--- config.mk ---
export PLATFORM = sky130hd
export DESIGN_NAME = sub_f64_share_arbiter
export DESIGN_NICKNAME = d
export VERILOG_FILES = /design/src/rtl/sub_f64_share_arbiter.sv
export SDC_FILE = /design/constraint.sdc
export NUM_CORES = 1
export LEC_CHECK = 0
export ABC_AREA = 1
export CAP_MARGIN = 5
export CORE_AREA = 8 8 203 205
export DETAILED_ROUTE_END_ITERATION = 7
export DIE_AREA = 0 0 211 213
export HOLD_SLACK_MARGIN = 0.12
export SKIP_LAST_GASP = 1
export SLEW_MARGIN = 30
export SYNTH_ARGS = -nofsm -noshare
export SYNTH_HDL_FRONTEND = slang
export SYNTH_SLANG_ARGS = --single-unit
--- constraint.sdc ---
create_clock -name ap_clk -period 2 [get_ports ap_clk]
set_clock_uncertainty 0.15 [all_clocks]
set_input_delay 0.4 -clock ap_clk [delete_from_list [all_inputs] [get_ports ap_clk]]
set_output_delay 0.4 -clock ap_clk [all_outputs]
set_load 0.05 [all_outputs]
--- src/rtl/sub_f64_share_arbiter.sv ---
// sub_f64_share_arbiter
//   Shares one ap_ctrl_hs subFloat64Sigs unit among NUM_REQ requesters.
//   A round-robin pick selects one pending lane. The arbiter captures that
//   lane's operands, runs the unit's start/ready/done handshake, and returns
//   the result to the owning lane.
//
// Ports
//   ap_clk, ap_rst        clock; synchronous active-high reset (shared with unit)
//   req_valid[i]          lane i request level, held until req_grant[i]
//   req_a / req_b         packed operands, lane i at [i*DATA_W +: DATA_W]
//   req_zsign[i]          result sign for lane i
//   req_grant             one-hot, 1-cycle pulse: operands of that lane captured
//   rsp_valid             one-hot, 1-cycle pulse: rsp_data belongs to that lane
//   rsp_data              shared result bus, holds until the next capture
//   unit_ap_start/ready/done/return   handshake with the shared unit
//   unit_a/unit_b/unit_zsign          captured operands presented to the unit
//   busy                  high whenever the FSM is not IDLE
//   op_count              completed operations, wraps modulo 2^CNT_W
//   state_dbg             current FSM state (0 IDLE, 1 ISSUE, 2 WAIT, 3 RESP)
//
// Handshake semantics
//   Request side: a lane raises req_valid and keeps it high until it sees its
//   req_grant pulse. The grant marks the cycle its operands were captured.
//   After the grant, req_valid is a don't-care until the lane's rsp_valid pulse.
//   Unit side: unit_ap_start stays high until unit_ap_ready is sampled high.
//   The result is taken on the first unit_ap_done seen in ISSUE or WAIT.
//   unit_ap_done in any other state is ignored.

module sub_f64_share_arbiter #(
    parameter int NUM_REQ = 2,
    parameter int DATA_W  = 64,
    parameter int CNT_W   = 16
) (
    input  logic                      ap_clk,
    input  logic                      ap_rst,
    input  logic [NUM_REQ-1:0]        req_valid,
    input  logic [NUM_REQ*DATA_W-1:0] req_a,
    input  logic [NUM_REQ*DATA_W-1:0] req_b,
    input  logic [NUM_REQ-1:0]        req_zsign,
    output logic [NUM_REQ-1:0]        req_grant,
    output logic [NUM_REQ-1:0]        rsp_valid,
    output logic [DATA_W-1:0]         rsp_data,
    output logic                      unit_ap_start,
    input  logic                      unit_ap_ready,
    input  logic                      unit_ap_done,
    input  logic [DATA_W-1:0]         unit_ap_return,
    output logic [DATA_W-1:0]         unit_a,
    output logic [DATA_W-1:0]         unit_b,
    output logic                      unit_zsign,
    output logic                      busy,
    output logic [CNT_W-1:0]          op_count,
    output logic [1:0]                state_dbg
);

    localparam int PTR_W = (NUM_REQ > 1) ? $clog2(NUM_REQ) : 1;

    localparam logic [1:0] S_IDLE  = 2'd0;
    localparam logic [1:0] S_ISSUE = 2'd1;
    localparam logic [1:0] S_WAIT  = 2'd2;
    localparam logic [1:0] S_RESP  = 2'd3;

    logic [1:0]       state;
    logic [PTR_W-1:0] ptr;
    logic [PTR_W-1:0] owner;
    logic [PTR_W-1:0] winner;
    logic             found;

    // Round-robin scan: first requesting lane at or after ptr, wrapping.
    always_comb begin
        winner = '0;
        found  = 1'b0;
        for (int k = 0; k < NUM_REQ; k++) begin
            if (!found && req_valid[(int'(ptr) + k) % NUM_REQ]) begin
                found  = 1'b1;
                winner = PTR_W'((int'(ptr) + k) % NUM_REQ);
            end
        end
    end

    always_ff @(posedge ap_clk) begin
        if (ap_rst) begin
            state         <= S_IDLE;
            ptr           <= '0;
            owner         <= '0;
            req_grant     <= '0;
            rsp_valid     <= '0;
            rsp_data      <= '0;
            unit_ap_start <= 1'b0;
            unit_a        <= '0;
            unit_b        <= '0;
            unit_zsign    <= 1'b0;
            op_count      <= '0;
        end else begin
            // Grant and response are single-cycle pulses by default.
            req_grant <= '0;
            rsp_valid <= '0;
            case (state)
                S_IDLE: begin
                    if (found) begin
                        owner         <= winner;
                        unit_a        <= req_a[int'(winner)*DATA_W +: DATA_W];
                        unit_b        <= req_b[int'(winner)*DATA_W +: DATA_W];
                        unit_zsign    <= req_zsign[winner];
                        req_grant     <= NUM_REQ'(1) << winner;
                        unit_ap_start <= 1'b1;
                        state         <= S_ISSUE;
                    end
                end
                S_ISSUE: begin
                    if (unit_ap_ready) begin
                        unit_ap_start <= 1'b0;
                        if (unit_ap_done) begin
                            // Unit finished in the accept cycle: skip WAIT.
                            rsp_data  <= unit_ap_return;
                            rsp_valid <= NUM_REQ'(1) << owner;
                            state     <= S_RESP;
                        end else begin
                            state <= S_WAIT;
                        end
                    end
                end
                S_WAIT: begin
                    if (unit_ap_done) begin
                        rsp_data  <= unit_ap_return;
                        rsp_valid <= NUM_REQ'(1) << owner;
                        state     <= S_RESP;
                    end
                end
                S_RESP: begin
                    // rsp_valid is high during this cycle. Close out the op
                    // and hand priority to the lane after the owner.
                    op_count <= op_count + CNT_W'(1);
                    if (int'(owner) == NUM_REQ - 1) begin
                        ptr <= '0;
                    end else begin
                        ptr <= owner + PTR_W'(1);
                    end
                    state <= S_IDLE;
                end
                default: state <= S_IDLE;
            endcase
        end
    end

    assign busy      = (state != S_IDLE);
    assign state_dbg = state;

endmodule
==> summary.md, run 1 <==
| Metric | Value |
|---|---|
| CTS buffer count | 25 |
| Final Power | 0.0241 W |
| Critical-path cell list | inv_4 -> ha_4 -> clkinvlp_4 -> buf_12 |
| Number of setup violations in the final report | 0 |
| Gpl congestion | 0.861 |
| CTS tree | built |
| RR Endpoint | rsp_data[26] |
| Final Cell Area | 16200 um2 |
| Final core utilization | 42.6% |
| Post-synth top area cell | dfxtp_1 |
| Syn_nets | 1622 |
| Io pins | 545 |
| Worst hold stages | 2 |
| Vias in the first global route | 10.4k |
| DRC Markers | 0 |
| Reg2Reg Depth | 8 |
| Worst-Margin Slew | 0.404 ns |
| Clock Path Buffers | 3 |
| Max-slew headroom | 72.8% |
| Yosys reg bits | 218 |
| Clock sinks | 218 |
| Fraction of layout cells with a size suffix above 1 | 19.0% |
| Final min period | 1.95 ns |
| Die Area | 44900 um2 |
| Outcome | completed |
| First-pass GRT wire length | 62.0 mm |
| Tcrit/Tclk final | 97.4% |
| Routed Antenna Nets | 0 |
| Placement Rows | 72 |
| Core area | 38100 um2 |
| Port Buf Inserts | 544 |
| Area Overhead vs Synth | 72.1% |
| Max FO, Critical Path | 2 |
| CP startpoint kind | flip-flop |
| Layout fillers | 3888 |
| Hold Crit Start | rsp_data[13] |
| Initial antenna violation count | 2 |
| Post-synthesis sequential area ratio | 46.3% |
| Final worst-path setup slack | 0.0529 ns |
| RSZ-0062 raised after global routing | yes |
| Post-synthesis cell count | 1287 |
| Vias | 10.5k |
| DRT Pass-1 Iters | 5 |
| Number of warnings issued by yosys | 0 |
| Slowest stage cell on the critical path | dfxtp_4 |
| Worst EP required | 1.45 ns |
| VDD IR max | 0.818 mV |
| Share of the synthesized area in the top cell type | 46.3% |
| Crit Path Category | reg -> out |
| Routed wire per std cell | 17.8 um |
| Nature of the critical path endpoint | primary output |
| Leak Pwr | 7.51 nW |
| Cells taking the most area after synthesis | dfxtp_1 46%, nand2_1 11%, o211ai_1 10% |
| H-tree lvl count | 1 |
| Total Routing Usage GR | 17.5% |
| Hold WC Path Type | reg -> reg |
| Placed cell areas | 15300 um2 |
| Mean post-synth cell area | 7.33 um2 |
| Worst r2r src | state_dbg[1] |
| Root Driver | clkbuf_16 |
| PD cells | 1490 nW/um2 |
| Pin count of the biggest net entering global routing | 89 |
| CTS clock-pin slew for the worst setup and hold paths | 0.06 ns |
| Cts hold-fix bufs | 0 |
| Hold Violations, Final | 0 |
| Maxcap violations | 0 |
| Max Slew Vio Count | 0 |
| Netlist cell types | 24 |
| Pre-CTS setup slack | -0.290 ns |
| Total grt overflow | 0 |
| Critical path arrival | 1.40 ns |
| Die Y | 213 um |
| Starting Density | 24.8% |
| Nets | 2168 |
| Worst-Skew Late Latency | 0.54 ns |
| Iter 0 DRT Violations | 507 |
| WL final | 42.3 mm |
| DIE WIDTH | 211 um |
| Fmax | 0.514 GHz |
| DR vias/cell | 4.44 |
| Dpl hpwl | 33.1 mm |
| Worst hold slack | 0.294 ns |
| Worst Hold Path EP | rsp_data[13] |
| Slowest stage delay, CP | 0.35 ns |
| Synth Cell Area | 9430 um2 |
| R2R setup slack | 0.11 ns |
## through the flow
step / TNS, ns / instances
after detailed placement: -24.60 / 2317
after CTS: 0 / 2368
after global routing: -0.0110 / 2371
after global placement: -21.61 / 2317
final: 0 / 2371
after floorplan: 0 / 1287
## routing by layer
layer	global-route usage [%]	wire length, um	vias up
li1	-	-	5273
met1	21.1	17300	4790
met2	29.6	20300	392
met3	4.89	3370	71
met4	5.89	1200	2
met5	0	13	-
## cell usage after synthesis
| master | n |
|---|---|
| a211oi_1 | 1 |
| a21oi_1 | 79 |
| a21oi_4 | 1 |
| buf_1 | 4 |
| buf_2 | 41 |
| buf_4 | 7 |
| clkbuf_1 | 42 |
| dfxtp_1 | 218 |
| ha_1 | 7 |
| inv_1 | 201 |
| inv_2 | 13 |
| nand2_1 | 287 |
| nand3_1 | 136 |
| nand3b_1 | 2 |
| nand4_1 | 6 |
| nor2_1 | 27 |
| nor3_1 | 3 |
| nor4_1 | 1 |
| o211ai_1 | 131 |
| o21a_1 | 1 |
| o21ai_0 | 76 |
| o21ai_2 | 1 |
| o22ai_1 | 1 |
| xor2_1 | 1 |
## worst max path at each step
stage                             from         end  slack (ns)
after floorplan           state_dbg[0]  unit_a[10]       0.005
after global placement    req_valid[1]  unit_a[22]       -0.23
after detailed placement  req_valid[1]  unit_a[22]       -0.29
after CTS                 state_dbg[0]        busy        0.01
after global routing      state_dbg[1]        busy      -0.009
final                     state_dbg[1]        busy        0.05
## cells in the final DEF, fill, tap and decap left out, types with 3 or more instances in the layout
cell type        netlist  final
clkinv_2               0      6
inv_2                 13     12
inv_1                201    197
bufinv_16              0      4
buf_12                 0     17
clkbuf_16              0     26
o211ai_1             131    131
clkbuf_8               0      4
clkinvlp_4             0      3
dfxtp_1              218    216
nand3_1              136    136
nor3_1                 3      3
clkdlybuf4s50_1        0    327
a21oi_1               79     79
ha_1                   7      5
clkbuf_1              42      4
buf_4                  7    266
nor2_1                27     27
nand2_1              287    287
inv_4                  0      3
nand4_1                6      6
o21ai_0               76     76
## timing repair
item	in CTS	in global routing
endpoints found under the setup margin	2	59
cloned	0	1
setup buffers	5	1
gates resized for setup	2	5
pin swaps	1	1
## area by class of cell
| cell class | instances | area (um2) | area share, % |
|---|---|---|---|
| timing repair buffer | 613 | 5660 | 34.9 |
| sequential | 218 | 4370 | 26.9 |
| multi-input combinational | 761 | 3860 | 23.8 |
| inverter | 214 | 820 | 5.05 |
| clock buffer | 33 | 696 | 4.29 |
| tap | 518 | 648 | 3.99 |
| clock inverter | 13 | 174 | 1.07 |
| antenna | 1 | 2.50 | 0.0154 |
## cells by family (layout without fill, tap and decap cells)
logic type,after synthesis,in the layout,synth area share (%)
compound gates,291,291,19.1
xor+xnor,1,1,0.0929
fa+ha+maj,7,7,0.928
buf+inv,308,873,13.1
flops,218,218,46.3
other cells,0,1,0
simple gates,462,462,20.5
## worst max-delay path, delay by kind of cell (launching register included)
family	cells	cell delay (ns)
adder cells (fa/ha/maj)	1	0.15
flip-flops	1	0.35
buffers and inverters	3	0.36
## registers in the layout, indices dropped and copies added, names as in the netlist
name / cells
state_dbg: 2
ptr: 1
req_grant: 2
rsp_valid: 2
unit_zsign: 1
unit_ap_start: 1
op_count: 16
rsp_data: 64
owner: 1
unit_b: 64
unit_a: 64
## power breakdown
part           internal (W)  total [W]  leakage, nW  switching, W
clock network       0.00296    0.00489        0.426       0.00193
logic               0.00429     0.0128         5.29       0.00850
registers           0.00572    0.00648         1.80      0.000757
No activity file was read; power rests on OpenSTA's default activity.
==> inputs of run 2 (changes only) <==
--- a/constraint.sdc
+++ b/constraint.sdc
@@ -3,3 +3,3 @@
 set_input_delay 0.4 -clock ap_clk [delete_from_list [all_inputs] [get_ports ap_clk]]
 set_output_delay 0.4 -clock ap_clk [all_outputs]
-set_load 0.05 [all_outputs]
+set_load 0.1 [all_outputs]
==> run 2 against run 1 <==
Effect of this change: the run now ends with setup timing left; combinational power is 77% higher; largest cell class unchanged; sequential share of layout area fell by 4.8 points; sequential cell count unchanged.
==> summary.md, run 2 (same netlist as run 1, synthesis figures left out) <==
| Metric | Value |
|---|---|
| Fmax | 0.497 GHz (-3.2%) |
| Worst hold slack | 0.304 ns (+0.0103 ns) |
| Largest regs | rsp_data: 64 flops, unit_a: 64 flops, unit_b: 64 flops |
| Total grt overflow | 0 (unchanged) |
| Number of setup violations in the final report | 2 (+2) |
| Iter 0 DRT Violations | 667 (+32%) |
| Hold Violations, Final | 0 (unchanged) |
| Tcrit/Tclk final | 101% (+3.2 points) |
| Gpl congestion | 0.876 (+1.7%) |
| Dpl hpwl | 35.0 mm (+5.8%) |
| WL final | 45.6 mm (+7.8%) |
| Most frequent cells in the layout | 327 x clkdlybuf4s50_1, 287 x nand2_1, 244 x buf_12 |
| Leak Pwr | 8.67 nW (+15%) |
| Final Power | 0.0347 W (+44%) |
| CTS buffer count | 27 (+8.0%) |
| DRC Markers | 0 (unchanged) |
| Io pins | 545 (unchanged) |
| Final core utilization | 52.0% (+9.4 points) |
| Vias in the first global route | 11.0k (+5.1%) |
| Worst EP required | 2.29 ns (+0.84 ns) |
| Final min period | 2.01 ns (+0.0639 ns) |
| Max FO, Critical Path | 17 (+15) |
| Hold WC Path Type | reg -> reg |
| CTS tree | built |
| Routed Antenna Nets | 0 (unchanged) |
| PD cells | 1750 nW/um2 (+18%) |
| Starting Density | 24.8% (unchanged) |
| Fraction of layout cells with a size suffix above 1 | 22.1% (+3.2 points) |
| H-tree lvl count | 1 (unchanged) |
| Clock sinks | 218 (unchanged) |
| Max Slew Vio Count | 0 (unchanged) |
| Routed wire per std cell | 18.7 um (+4.8%) |
| Final worst-path setup slack | -0.0110 ns (-0.0639 ns) |
| Gr busiest metal | met2 |
| Vias | 11.1k (+5.0%) |
| RSZ-0062 raised after global routing | yes |
| Layout fillers | 3445 (-11%) |
| Clock Path Buffers | 3 (unchanged) |
| DR vias/cell | 4.53 (+2.0%) |
| Maxcap violations | 0 (unchanged) |
| Cts hold-fix bufs | 0 (unchanged) |
| Critical path arrival | 2.30 ns (+0.90 ns) |
| Failing checks | setup timing |
| Met3 Use GR | 4.74% (-0.15 points) |
| Initial antenna violation count | 2 (unchanged) |
| DRT Pass-1 Iters | 5 (unchanged) |
| VDD IR max | 1.28 mV (+56%) |
| Root Driver | clkbuf_16 |
| Met1 Usage GRT | 20.5% (-0.63 points) |
| Crit Path Category | reg -> reg |
| Sum Neg Setup Slack | -0.0116 ns (-0.0116 ns) |
| Worst-Skew Late Latency | 0.54 ns (about the same) |
| Pin count of the biggest net entering global routing | 54 (-39%) |
| DIE WIDTH | 211 um (unchanged) |
| CP startpoint kind | flip-flop |
| Max-slew headroom | 74.8% (+2.0 points) |
| Worst-Margin Slew | 0.373 ns (-0.0308 ns) |
| Pre-CTS setup slack | -0.300 ns (-0.0102 ns) |
| Die Area | 44900 um2 (unchanged) |
| Outcome | finished with violations |
| Port Buf Inserts | 544 (unchanged) |
| Nets | 2234 (+3.0%) |
| Total Routing Usage GR | 18.2% (+0.70 points) |
| Area Overhead vs Synth | 110% |
| Die Y | 213 um (unchanged) |
| GR met2 Demand/Resource | 32.1% (+2.5 points) |
| CTS clock-pin slew for the worst setup and hold paths | 0.06 ns (about the same) |
| Most common cell after layout, fill and taps aside | clkdlybuf4s50_1 |
| Core area | 38100 um2 (unchanged) |
| Placement Rows | 72 (unchanged) |
| First-pass GRT wire length | 64.0 mm (+3.2%) |
| Nature of the critical path endpoint | flip-flop |
[run 2: changes by cell type in the layout (fill, tap and decap cells not counted), moves of 5 or more]
cell and delta:
dfxtp_1 -5, buf_4 -180, buf_6 +6, dfxtp_2 +5
clkbuf_16 +13, clkbuf_8 +6, buf_12 +227
[run 2: layout make-up]
cell class                 count  area (um2)  area share [%]
timing repair buffer         677        9200            46.4
sequential                   218        4380            22.1
multi-input combinational    761        3890            19.7
clock buffer                  45         843            4.25
inverter                     214         820            4.13
tap                          518         648            3.27
clock inverter                 5        35.0           0.177
antenna                        2        5.00          0.0252
[run 2: worst max-delay path, cell delays in order (launching register included)]
cell and delay (ns):
dfxtp_4 0.35, inv_4 0.06, ha_4 0.14, clkinvlp_4 0.11, buf_4 0.16, a21oi_4 0.13
buf_6 0.16, buf_4 0.16, clkbuf_16 0.19, nand3_1 0.14, o211ai_1 0.11, inv_1 0.05
[run 2: metrics by stage]
stage | cells | area [um2]
floorplan | 1287 | 9510
global placement | 2357 | 18400
detailed placement | 2357 | 18400
CTS | 2412 | 19300
global route | 2440 | 19800
finish | 2440 | 19800
[run 2: path summary, 6_finish.rpt]
path / startpoint / end / slack (ns) / cells after the start
worst min-delay path: owner / rsp_valid[0] / 0.30 / 1
worst max register to register: state_dbg[0] / unit_b[46] / -0.01 / 11
worst min register to register: owner / rsp_valid[0] / 0.30 / 1
worst max-delay path: state_dbg[0] / unit_b[46] / -0.01 / 11
[run 2: power breakdown]
group	switching (W)	total, W	internal, W
Clock	0.00194	0.00480	0.00286
Combinational	0.0141	0.0227	0.00859
Sequential	0.00148	0.00721	0.00573
Total	0.0175	0.0347	0.0172
[run 2: what timing repair did]
item / CTS / global route
resized for setup: 0 / 24
gates cloned: 0 / 13
setup endpoints to repair: 1 / 107
hold endpoints to repair: 0 / 0
buffers inserted: 6 / 14
pin swaps: 1 / 2
[run 2: routing by layer]
layer | part of all wire (%) | up-vias
li1 | - | 5428
met1 | 39 | 5131
met2 | 50 | 407
met3 | 6.8 | 89
met4 | 4.3 | 0
met5 | 0 | -
==> inputs of run 3 (changes only) <==
Settings changed: CORE_AREA 8 8 203 205 to 8 8 205 207, DIE_AREA 0 0 211 213 to 0 0 213 215, DONT_BUFFER_PORTS from default to 1.
==> run 3 against run 2 <==
Effect of this change: the run now ends clean; sequential cell count unchanged; core utilization down 11 points; sequential share of layout area up 5.2 points; hold slack worse by 0.086 ns; sequential power down 14%; cell area down 19%.
==> summary.md, run 3 (same netlist as run 1, synthesis figures left out) <==
| Metric | Value |
|---|---|
| CTS clock-pin slew for the worst setup and hold paths | 0.06 ns (about the same) |
| Outcome | completed |
| Largest regs | rsp_data: 64 flops, unit_a: 64 flops, unit_b: 64 flops |
| Placement Rows | 73 (+1.4%) |
| Worst r2r src | state_dbg[0] |
| Fraction of layout cells with a size suffix above 1 | 18.1% (-4.1 points) |
| Hold Violations, Final | 0 (unchanged) |
| Max-slew headroom | 73.6% (-1.3 points) |
| Number of setup violations in the final report | 0 (-2) |
| RSZ-0062 raised after global routing | yes |
| Nature of the critical path endpoint | primary output |
| Clock power share | 17.0% (+3.2 points) |
| Max Slew Vio Count | 0 (unchanged) |
| Final min period | 1.97 ns (-0.0399 ns) |
| Initial antenna violation count | 7 (+5) |
| Hold Crit Start | req_valid[0] |
| Final Instance Count excl. Fillers | 2357 (-3.4%) |
| DRT Pass-1 Iters | 6 (+1) |
| Int Power | 0.0127 W (-26%) |
| CTS tree | built |
| Dpl hpwl | 26.9 mm (-23%) |
| First-pass GRT wire length | 63.9 mm (about the same) |
| Routed wire per std cell | 18.1 um (-3.1%) |
| Total Routing Usage GR | 17.2% (-0.94 points) |
| Vias in the first global route | 11.7k (+7.2%) |
| Clock Path Buffers | 3 (unchanged) |
| Die Area | 45800 um2 (+1.9%) |
| Logic pwr share | 61.4% (-4.0 points) |
| Nets | 2142 (-4.1%) |
| Root Driver | clkbuf_16 |
| Die Y | 215 um (+0.94%) |
| Leak Pwr | 7.48 nW (-14%) |
| Most common cell after layout, fill and taps aside | dlygate4sd3_1 |
| CTS buffer count | 26 (-3.7%) |
| Layout fillers | 3666 (+6.4%) |
| Worst-Margin Slew | 0.395 ns (+0.0218 ns) |
| Worst EP required | 1.45 ns (-0.84 ns) |
| Placed instance count | 1972 (-16%) |
| Critical Path Start | state_dbg[0] |
| Total grt overflow | 0 (unchanged) |
| Switching power | 0.0162 W (-7.6%) |
| Iter 0 DRT Violations | 867 (+30%) |
| Routed Antenna Nets | 0 (unchanged) |
| Final worst-path setup slack | 0.0289 ns (+0.0399 ns) |
| Met1 Usage GRT | 18.5% (-2.0 points) |
| Gpl congestion | 0.918 (+4.8%) |
| Crit Path Category | reg -> out |
| Vias | 11.3k (+2.5%) |
| VDD IR max | 0.966 mV (-24%) |
| Pin count of the biggest net entering global routing | 129 (+140%) |
| DR vias/cell | 4.81 (+6.1%) |
| DRC Markers | 0 (unchanged) |
| CP startpoint kind | flip-flop |
| Gr busiest metal | met2 |
| GR met2 Demand/Resource | 29.6% (-2.5 points) |
| Sw Ratio | 56.0% (+5.5 points) |
| PD cells | 1800 nW/um2 (+3.0%) |
| Seq pwr share | 21.6% (+0.8 points) |
| Fmax | 0.507 GHz (+2.0%) |
| Final core utilization | 41.1% (-11 points) |
| Worst-Skew Late Latency | 0.53 ns (about the same) |
| Pre-CTS setup slack | 0.0111 ns (+0.311 ns) |
| DIE WIDTH | 213 um (+0.95%) |
| Tcrit/Tclk final | 98.6% (-2.0 points) |
| Io pins | 545 (unchanged) |
| Area Overhead vs Synth | 69.8% |
| Core area | 39000 um2 (+2.3%) |
| Met3 Use GR | 4.89% (+0.15 points) |
| Maxcap violations | 0 (unchanged) |
| Hold WC Path Type | in -> reg |
| WL final | 42.6 mm (-6.4%) |
| Most frequent cells in the layout | 327 x dlygate4sd3_1, 287 x nand2_1, 247 x buf_4 |
| Starting Density | 24.2% (-0.57 points) |
| Max FO, Critical Path | 5 (-12) |
| Clock sinks | 218 (unchanged) |
| Critical path arrival | 1.42 ns (-0.88 ns) |
| H-tree lvl count | 1 (unchanged) |
| Port Buf Inserts | 0 (-100%) |
-- run 3: final timing paths --
| path | to | slack [ns] | depth (start not counted) |
|---|---|---|---|
| worst max-delay path | busy | 0.03 | 4 |
| worst min-delay path | unit_ap_start | 0.22 | 5 |
| worst max register to register | rsp_data[27] | 0.06 | 6 |
| worst min register to register | ptr | 0.34 | 1 |
-- run 3: per-stage QoR --
stage | total power [W] | area (um2) | hold slack (ns) | TNS, ns
detailed placement | 0.0231 | 11700 | 0.304 | 0
finish | 0.0289 | 16000 | 0.218 | 0
global route | 0.0300 | 16000 | 0.265 | -0.604
CTS | 0.0287 | 15900 | 0.211 | -0.0237
floorplan | 0.0195 | 9510 | 0.272 | -33.70
global placement | 0.0229 | 11700 | 0.295 | 0
-- run 3: final cells by class --
type | instances | area [um2] | share of cell area (%)
Multi-Input combinational cell | 761 | 3860 | 24.1
Clock inverter | 9 | 120 | 0.750
Antenna cell | 7 | 17.5 | 0.109
Sequential cell | 218 | 4380 | 27.3
Timing Repair Buffer | 586 | 5380 | 33.6
Inverter | 214 | 825 | 5.15
Tap cell | 525 | 657 | 4.10
Clock buffer | 37 | 783 | 4.89
-- run 3: worst max-delay path, cell delays in order, from the launching register on --
cell        delay, ns
dfxtp_4          0.36
inv_6            0.07
ha_4             0.15
clkinvlp_4       0.12
buf_12           0.19
-- run 3: routing by layer --
metal  vias up  wire length (um)
met5         -                13
met4         2              2550
met3       209              3660
met2       692             21000
met1      5191             15500
li1       5233                 -
-- run 3: timing repair --
item                                   CTS  global route
setup endpoints to repair                3           109
endpoints found under the hold margin  210             0
hold buffers                           327             0
cloned                                   0             1
pin swaps                                0             2
buffers inserted                         2             2
resized for setup                        4             8
-- run 3: power by group through the flow --
stage | Combinational [W] | Clock, W | Sequential (W)
final | 0.0177 | 0.00491 | 0.00623
after global routing | 0.0184 | 0.00523 | 0.00634
after CTS | 0.0174 | 0.00505 | 0.00620
after detailed placement | 0.0168 | 0 | 0.00628
after global placement | 0.0166 | 0 | 0.00625
after floorplan | 0.00360 | 0 | 0.0159
